--- src/rtl/shift_sub_divider_if.sv ---
// ---------------------------------------------------------------------------
// shift_sub_divider_if
//   Board-side bundle for the 8-bit shift/subtract divider.
//
//   run            : start a division (level, debounced upstream)
//   clear_a_load_b : A <= 0, B <= switches (dividend load)
//   switches[7:0]  : dividend source on load, divisor source on run
//   aval[7:0]      : register A (partial / final remainder)
//   bval[7:0]      : register B (dividend before, quotient after)
//   div_zero       : divisor latched at run was zero
//   busy           : division in progress
//   done           : result is valid and holding
//
//   master : the board / testbench side that drives the controls
//   slave  : the divider itself
// ---------------------------------------------------------------------------
interface shift_sub_divider_if;
  logic       run;
  logic       clear_a_load_b;
  logic [7:0] switches;
  logic [7:0] aval;
  logic [7:0] bval;
  logic       div_zero;
  logic       busy;
  logic       done;

  modport master (
    output run, clear_a_load_b, switches,
    input  aval, bval, div_zero, busy, done
  );

  modport slave (
    input  run, clear_a_load_b, switches,
    output aval, bval, div_zero, busy, done
  );
endinterface

--- src/rtl/shift_sub_divider.sv ---
// ---------------------------------------------------------------------------
// shift_sub_divider
//   Sequential 8-bit unsigned restoring divider. The dividend is loaded into
//   B, the divisor is captured into D when run is seen, and eight
//   shift/subtract pairs leave the quotient in B and the remainder in A.
//
//   clk   : system clock, all state changes on the rising edge
//   reset : synchronous, active-high; clears A, B, D, cnt, div_zero, state
//   bus   : shift_sub_divider_if.slave (controls in, A/B/status out)
// ---------------------------------------------------------------------------
module shift_sub_divider (
  input  logic                  clk,
  input  logic                  reset,
  shift_sub_divider_if.slave    bus
);

  typedef enum logic [1:0] {
    IDLE  = 2'd0,
    SHIFT = 2'd1,
    SUB   = 2'd2,
    DONE  = 2'd3
  } state_t;

  state_t     state;
  logic [7:0] a_reg;
  logic [7:0] b_reg;
  logic [7:0] d_reg;
  logic [2:0] cnt;
  logic       div_zero_reg;

  // Nine-bit subtract: bit 8 is the borrow, set when A < D.
  logic [8:0] diff;
  assign diff = {1'b0, a_reg} - {1'b0, d_reg};

  // Single controller/datapath process. Load has priority over run in IDLE
  // and DONE; controls are ignored while the division is in flight.
  always_ff @(posedge clk) begin
    if (reset) begin
      state        <= IDLE;
      a_reg        <= 8'h00;
      b_reg        <= 8'h00;
      d_reg        <= 8'h00;
      cnt          <= 3'd0;
      div_zero_reg <= 1'b0;
    end else begin
      case (state)
        IDLE: begin
          if (bus.clear_a_load_b) begin
            a_reg        <= 8'h00;
            b_reg        <= bus.switches;
            div_zero_reg <= 1'b0;
          end else if (bus.run) begin
            if (bus.switches == 8'h00) begin
              // Divide by zero: show the dividend in A and all-ones in B.
              div_zero_reg <= 1'b1;
              a_reg        <= b_reg;
              b_reg        <= 8'hFF;
              state        <= DONE;
            end else begin
              d_reg        <= bus.switches;
              a_reg        <= 8'h00;
              cnt          <= 3'd0;
              div_zero_reg <= 1'b0;
              state        <= SHIFT;
            end
          end
        end

        SHIFT: begin
          {a_reg, b_reg} <= {a_reg, b_reg} << 1;
          state          <= SUB;
        end

        SUB: begin
          // Restoring step: keep the difference only when no borrow occurred.
          if (!diff[8]) begin
            a_reg    <= diff[7:0];
            b_reg[0] <= 1'b1;
          end
          if (cnt == 3'd7) begin
            state <= DONE;
          end else begin
            cnt   <= cnt + 3'd1;
            state <= SHIFT;
          end
        end

        DONE: begin
          // Run must drop before another division can start.
          if (bus.clear_a_load_b) begin
            a_reg        <= 8'h00;
            b_reg        <= bus.switches;
            div_zero_reg <= 1'b0;
            state        <= IDLE;
          end else if (!bus.run) begin
            state <= IDLE;
          end
        end

        default: state <= IDLE;
      endcase
    end
  end

  assign bus.aval     = a_reg;
  assign bus.bval     = b_reg;
  assign bus.div_zero = div_zero_reg;
  assign bus.busy     = (state == SHIFT) || (state == SUB);
  assign bus.done     = (state == DONE);

endmodule

--- src/flat_wrapper.sv ---
// flat-port wrapper written by rule: the top's interface ports become plain ports
module shift_sub_divider_flat 
  (clk, reset, bus_run, bus_clear_a_load_b, bus_switches, bus_aval, bus_bval, bus_div_zero, bus_busy, bus_done);
  shift_sub_divider_if bus_i ();
  input  logic clk;
  input  logic reset;
  input wire logic [$bits(bus_i.run)-1:0] bus_run;
  input wire logic [$bits(bus_i.clear_a_load_b)-1:0] bus_clear_a_load_b;
  input wire logic [$bits(bus_i.switches)-1:0] bus_switches;
  output wire logic [$bits(bus_i.aval)-1:0] bus_aval;
  output wire logic [$bits(bus_i.bval)-1:0] bus_bval;
  output wire logic [$bits(bus_i.div_zero)-1:0] bus_div_zero;
  output wire logic [$bits(bus_i.busy)-1:0] bus_busy;
  output wire logic [$bits(bus_i.done)-1:0] bus_done;
  assign bus_i.run = bus_run;
  assign bus_i.clear_a_load_b = bus_clear_a_load_b;
  assign bus_i.switches = bus_switches;
  assign bus_aval = bus_i.aval;
  assign bus_bval = bus_i.bval;
  assign bus_div_zero = bus_i.div_zero;
  assign bus_busy = bus_i.busy;
  assign bus_done = bus_i.done;
  shift_sub_divider u_core (.clk(clk), .reset(reset), .bus(bus_i));
endmodule
--- config.mk ---
export PLATFORM = sky130hd
export DESIGN_NAME = shift_sub_divider_flat
export DESIGN_NICKNAME = d
export VERILOG_FILES = /design/src/rtl/shift_sub_divider_if.sv /design/src/rtl/shift_sub_divider.sv /design/src/flat_wrapper.sv
export SDC_FILE = /design/constraint.sdc
export NUM_CORES = 1
export LEC_CHECK = 0
export ABC_AREA = 1
export ABC_CLOCK_PERIOD_IN_PS = 1800
export CORE_MARGIN = 5
export CORE_UTILIZATION = 50
export CTS_BUF_LIST = sky130_fd_sc_hd__clkbuf_8
export DETAILED_ROUTE_END_ITERATION = 7
export GPL_TIMING_DRIVEN = 0
export PLACE_DENSITY = 0.78
export SYNTH_ARGS = -nofsm -noshare
export SYNTH_HDL_FRONTEND = slang
export SYNTH_SLANG_ARGS = --single-unit
--- constraint.sdc ---
create_clock -name clk -period 1.8 [get_ports clk]
set_clock_uncertainty 0.2 [all_clocks]
set_input_delay 0.27 -clock clk [delete_from_list [all_inputs] [get_ports clk]]
set_output_delay 0.27 -clock clk [all_outputs]
set_load 0.05 [all_outputs]
==> summary.txt, run 1 <==
Residual DRC: 0
LEAKAGE: 1.35 nW
ANT cells: 0
MaxCap Viol Count: 0
Post-synth top cells: nand2_1, inv_1, a21oi_1, dfxtp_1, o21ai_0
GP Congestion: 0.875
Distinct cells, synth: 27
Clock buffer count from CTS: 5
Average size of a mapped cell: 6.51 um^2
Layout area overhead: 43.1%
Die H: 73.0 um
Crit share post-route: 1.08
Clk sinks: 30
Slew Viols, Final: 0
RSZ-0062 raised after global routing: true
Share of layout cells above drive strength 1: 0.278
Post-synth EDFFs: 0
Slew margin rel.: 0.581
First-pass iteration count of the detailed router: 5
Worst EP required: 1.80 ns
Register area share after synthesis: 0.302
Final worst slack: -0.144 ns
Top-count cell post-synth: nand2_1
Worst Tran Pin Value: 0.629 ns
Share of the synthesized area in the top cell type: 0.302
Setup TNS: -0.998 ns
TritonCTS clock tree: built
Ys async rst share: 0
Total power after layout: 5.69 mW
PwrDens: 2000 mW/mm^2
#FFs+latches synth: 30
Clock root cell: clkbuf_8
Maximum clock frequency: 0.514 GHz
I/O pin count: 31
Vias in the first global route: 2039
Top delay family on crit path: simple AND/OR/NAND/NOR gates
Number of port buffers: 29
Worst-path clk slew: 0.07 ns
Initial drt markers: 180
Mapped Cells: 305
Routed WL: 5810 um
Run status: complete, but fails checks
Die W: 73.0 um
Util after Layout: 0.726
Post-synth design cell area: 0.00199 mm^2
Failing checks: setup timing
Commonest register cell after synthesis: dfxtp_1
Yosys warns: 0
Synth area leader: dfxtp_1
Vias per Instance: 5.43
CP peak stage delay: 0.35 ns
First-pass GRT wire length: 9200 um
Pin count of the biggest net entering global routing: 11
Hold Vio Cnt, Final: 0
Total congestion overflow: 0
GRT Overall Usage: 0.221
Critical path launch point type: flop
Dpl ws: -0.391 ns
Peak VDD IR: 1.19 mV
Max FO, Critical Path: 5
Internal power: 2.67 mW
Cts hold-fix bufs: 0
Worst hold-check path type: in2reg
WHS: 0.0990 ns
Combinational power share: 0.699
Final setup viols: 11
Final HPWL DP: 3850 um
Initial antenna violation count: 0
Register-to-register setup slack: -0.14 ns
Initial core utilization: 0.508
CP Cell Sequence: inv_4 > ha_4 > inv_2 > fa_2 > nand2_2 > nand2_4 > nand3_4 > nand3_4 > nand2_4 > buf_6 > a21oi_2 > nand2_1 > inv_1
Core Area: 0.00391 mm^2
DR WL/cell: 14.3 um
Bufs on Longest Clock Path: 2
CP max-delay cell: dfxtp_4
Max H-tree Level: 2
Buffers and inverters on the worst path: 4
CP startpoint: u_core.bus.aval[0]
Crit Reg-Reg Startpoint: u_core.bus.aval[0]
Hold Startpoint: bus_switches[7]
Fin crit period: 1.94 ns
Switch Pwr: 3.02 mW
Sequential share of power: 0.200
Switching Share: 0.531
Critical path endpoint category: flop
Clk pwr share: 0.101
Routed Antenna Nets: 0
WP data arrival: 1.94 ns
Row count: 23
Crit Path Class: reg2reg
Nets: 383
Vias: 2206
Synth area leaders: dfxtp_1, nand2_1, a21oi_1
Worst skew pair latency: 0.30 ns
Die area: 0.00533 mm^2
Syn Nets: 333
[stage by stage]
step / area, um^2 / instances
after floorplan: 2070 / 305
after global placement: 2420 / 384
after detailed placement: 2420 / 384
after CTS: 2680 / 402
after global routing: 2840 / 406
final: 2840 / 406
[worst paths after layout]
path                              to  depth (start not counted)
setup / recovery  u_core.bus.aval[3]                         13
hold / removal       u_core.d_reg[7]                          3
setup reg to reg  u_core.bus.aval[3]                         13
hold reg to reg      u_core.d_reg[7]                          2
[worst min-delay path, cell delays in order]
cell            delay (ns)
dlymetal6s2s_1        0.11
o21ai_0               0.09
a21oi_1               0.10
[power by group through the flow]
stage                     combinational (mW)  sequential (mW)  clock [mW]
after global placement                  3.21             1.12           0
after CTS                               3.55             1.12       0.580
after global routing                    4.35             1.18       0.615
after detailed placement                3.26             1.13           0
after floorplan                         1.94             1.65           0
final                                   3.98             1.14       0.576
[timing repair]
| item | CTS | global route |
|---|---|---|
| cloned | 1 | 1 |
| gates resized for setup | 60 | 55 |
| buffers inserted | 9 | 4 |
| pin swaps | 12 | 8 |
| setup endpoints to repair | 45 | 30 |
| hold endpoints to repair | 0 | 0 |
[final cells by class]
cell class	count	area (um^2)
multi-input cells	213	1390
repair buffers	44	400
flip-flops and latches	30	624
fillers	324	1070
clock inverters	2	8.76
well taps	50	62.6
clock buffers	6	82.6
inverters	53	215
plain buffers	8	57.6
[cells by family after synthesis]
kind of cell	after synthesis	share of synthesized area
fa+ha+maj	16	0.105
compound gates	82	0.227
flops	30	0.302
simple gates	115	0.239
buf+inv	62	0.128
[per-layer routing]
layer / wire (um) / vias to the layer above / part of all wire / global-route usage
met5: 0 / - / 0 / 0
met4: 133 / 0 / 0.023 / 0.102
met3: 373 / 13 / 0.064 / 0.0565
met2: 2780 / 98 / 0.48 / 0.343
met1: 2520 / 1007 / 0.43 / 0.286
li1: - / 1088 / - / -
[layout by cell type (no fill, tap or decap), types with 2 or more instances in the layout]
cell / synthesis / final
nand3_2: 0 / 2
inv_2: 0 / 6
inv_1: 52 / 42
nand2_2: 0 / 7
clkdlybuf4s50_1: 0 / 3
ha_1: 15 / 9
a21oi_1: 41 / 34
buf_4: 1 / 12
nand4_1: 2 / 2
dfxtp_2: 0 / 7
o21ai_2: 3 / 7
nand2_4: 0 / 2
nand3_4: 0 / 4
a21oi_2: 1 / 7
inv_4: 0 / 5
dfxtp_4: 0 / 4
nor2_1: 26 / 20
o21ai_0: 27 / 14
buf_2: 1 / 2
nor2_4: 0 / 3
o21ai_1: 0 / 9
nand3_1: 19 / 13
or2_4: 0 / 2
nor3_1: 2 / 2
buf_6: 2 / 5
ha_4: 0 / 6
dfxtp_1: 30 / 19
nor2_2: 0 / 3
nand2_1: 62 / 53
clkbuf_8: 0 / 6
dlymetal6s2s_1: 0 / 7
dlygate4sd2_1: 0 / 17
o21bai_1: 6 / 5
clkbuf_1: 5 / 3
Power figures use the tool's default switching activity.
==> run 2, diff against run 1 <==
--- a/config.mk
+++ b/config.mk
@@ -8,11 +8,12 @@
 export ABC_AREA = 1
 export ABC_CLOCK_PERIOD_IN_PS = 1800
 export CORE_MARGIN = 5
-export CORE_UTILIZATION = 50
+export CORE_UTILIZATION = 45
 export CTS_BUF_LIST = sky130_fd_sc_hd__clkbuf_8
+export CTS_CLUSTER_SIZE = 8
 export DETAILED_ROUTE_END_ITERATION = 7
 export GPL_TIMING_DRIVEN = 0
-export PLACE_DENSITY = 0.78
+export PLACE_DENSITY = 0.8
 export SYNTH_ARGS = -nofsm -noshare
 export SYNTH_HDL_FRONTEND = slang
 export SYNTH_SLANG_ARGS = --single-unit
==> summary.txt, run 2 (synthesized netlist as in run 1, its figures left out) <==
Nets: 382
Routed Antenna Nets: 0
Failing checks: setup timing
RR Endpoint: u_core.bus.aval[6]
Max FO, Critical Path: 5
Cts hold-fix bufs: 0
Commonest cells after routing, fill and taps aside: nand2_1, inv_1, a21oi_1
Maximum clock frequency: 0.515 GHz
Initial antenna violation count: 0
ANT cells: 0
Core Area: 0.00432 mm^2
Hold Vio Cnt, Final: 0
Worst hold-check path type: in2reg
Vias: 2192
Crit Reg-Reg Startpoint: u_core.bus.aval[0]
Routed WL: 5890 um
Die H: 76.5 um
Worst Hold End: u_core.d_reg[5]
GRT Overall Usage: 0.185
Crit Path Class: reg2reg
Worst Tran Pin Value: 0.643 ns
First-pass GRT wire length: 9050 um
Clock buffer count from CTS: 5
Register-to-register setup slack: -0.14 ns
CP max-delay cell: dfxtp_4
Initial drt markers: 94
Most used cell, CP: nand2_2
Vias per Instance: 5.39
Worst skew pair latency: 0.30 ns
Row count: 24
RSZ-0062 raised after global routing: true
Die W: 76.5 um
Run status: complete, but fails checks
Final HPWL DP: 3940 um
Crit share post-route: 1.08
DR WL/cell: 14.5 um
Share of layout cells above drive strength 1: 0.276
Initial core utilization: 0.459
Final worst slack: -0.142 ns
Clock root cell: clkbuf_8
Hold Crit Depth: 3
Peak VDD IR: 1.07 mV
Cell depth of the worst flop-to-flop path: 13
CP Cell Sequence: inv_4 > ha_4 > inv_2 > fa_2 > nand2_2 > nand2_4 > nand3_4 > nand3_4 > nand2_4 > buf_6 > nand2_2 > nand2_2 > a21oi_2
Commonest non-fill, non-tap cell in the layout: nand2_1
Slew margin rel.: 0.571
Die area: 0.00584 mm^2
Filler Cells Inserted: 349
Fin crit period: 1.94 ns
I/O pin count: 31
TritonCTS clock tree: built
CP startpoint: u_core.bus.aval[0]
LEAKAGE: 1.34 nW
Vias in the first global route: 1989
Residual DRC: 0
Buffers and inverters on the worst path: 3
Worst-path clk slew: 0.07 ns
Setup TNS: -1.04 ns
WP data arrival: 1.93 ns
Max H-tree Level: 2
MaxCap Viol Count: 0
Hold Startpoint: bus_switches[5]
Layout area overhead: 44.2%
Total congestion overflow: 0
Worst EP required: 1.79 ns
Top delay family on crit path: simple AND/OR/NAND/NOR gates
Number of port buffers: 29
Pin count of the biggest net entering global routing: 11
Clk sinks: 30
GP Congestion: 0.900
Slew Viols, Final: 0
CP peak stage delay: 0.35 ns
Bufs on Longest Clock Path: 2
Critical path launch point type: flop
Critical path endpoint category: flop
Final setup viols: 10
First-pass iteration count of the detailed router: 4
Dpl ws: -0.392 ns
PwrDens: 1970 mW/mm^2
==> run 2: cell count changes in the layout (fill, tap and decap cells not counted), sizes merged <==
cell | previous run | this run
buf | 19 | 18
clkbuf | 11 | 10
clkdlybuf4s50 | 3 | 4
clkinv | 1 | 2
clkinvlp | 1 | 0
dlymetal6s2s | 7 | 6
inv | 53 | 54
==> run 2: final cells by class <==
| class | instances | area, um^2 | area share |
|---|---|---|---|
| Multi-Input combinational cell | 213 | 1410 | 0.492 |
| Sequential cell | 30 | 624 | 0.218 |
| Timing Repair Buffer | 42 | 404 | 0.141 |
| Inverter | 53 | 211 | 0.0738 |
| Buffer | 9 | 70.1 | 0.0245 |
| Clock buffer | 5 | 68.8 | 0.0240 |
| Tap cell | 52 | 65.1 | 0.0227 |
| Clock inverter | 3 | 12.5 | 0.00437 |
==> run 2: report_power, final <==
part / switching, mW / leakage (nW) / internal (mW)
sequential: 0.202 / 0.253 / 0.943
combinational: 2.51 / 1.04 / 1.47
clock: 0.265 / 0.0468 / 0.259
==> run 2: routing by layer <==
metal,GRT usage,vias up,part of all wire
met5,0,-,0
met4,0.0857,0,0.020
met3,0.0236,12,0.047
met2,0.309,64,0.48
met1,0.235,1019,0.45
li1,-,1097,-
==> run 2: worst min-delay path, delay by kind of cell <==
family	cells	cell delay [ns]
AO/OA/AOI/OAI	2	0.16
buffers and inverters	1	0.14
==> run 2: worst max-delay path by stage <==
stage	end	depth (start not counted)
floorplan	u_core.bus.aval[3]	13
global placement	u_core.bus.bval[1]	9
detailed placement	u_core.bus.bval[6]	9
CTS	u_core.bus.aval[2]	12
global route	u_core.bus.aval[6]	13
finish	u_core.bus.aval[6]	13
==> run 2: what timing repair did <==
item | in CTS | in global routing
pin swaps | 12 | 17
cloned | 1 | 2
buffers inserted | 7 | 3
gates resized for setup | 57 | 59
endpoints found under the setup margin | 45 | 27
==> run 2: through the flow <==
stage | instance area [um^2] | util | power, mW | hold WS [ns] | std cells
6_report | 2870 | 0.663 | 5.65 | 0.112 | 407
5_1_grt | 2870 | 0.663 | 6.09 | 0.143 | 407
4_1_cts | 2630 | 0.609 | 5.12 | 0.181 | 402
3_5_place_dp | 2420 | 0.560 | 4.39 | 0.263 | 386
3_3_place_gp | 2420 | 0.560 | 4.32 | 0.259 | 386
2_1_floorplan | 2070 | - | 3.59 | 0.232 | 305
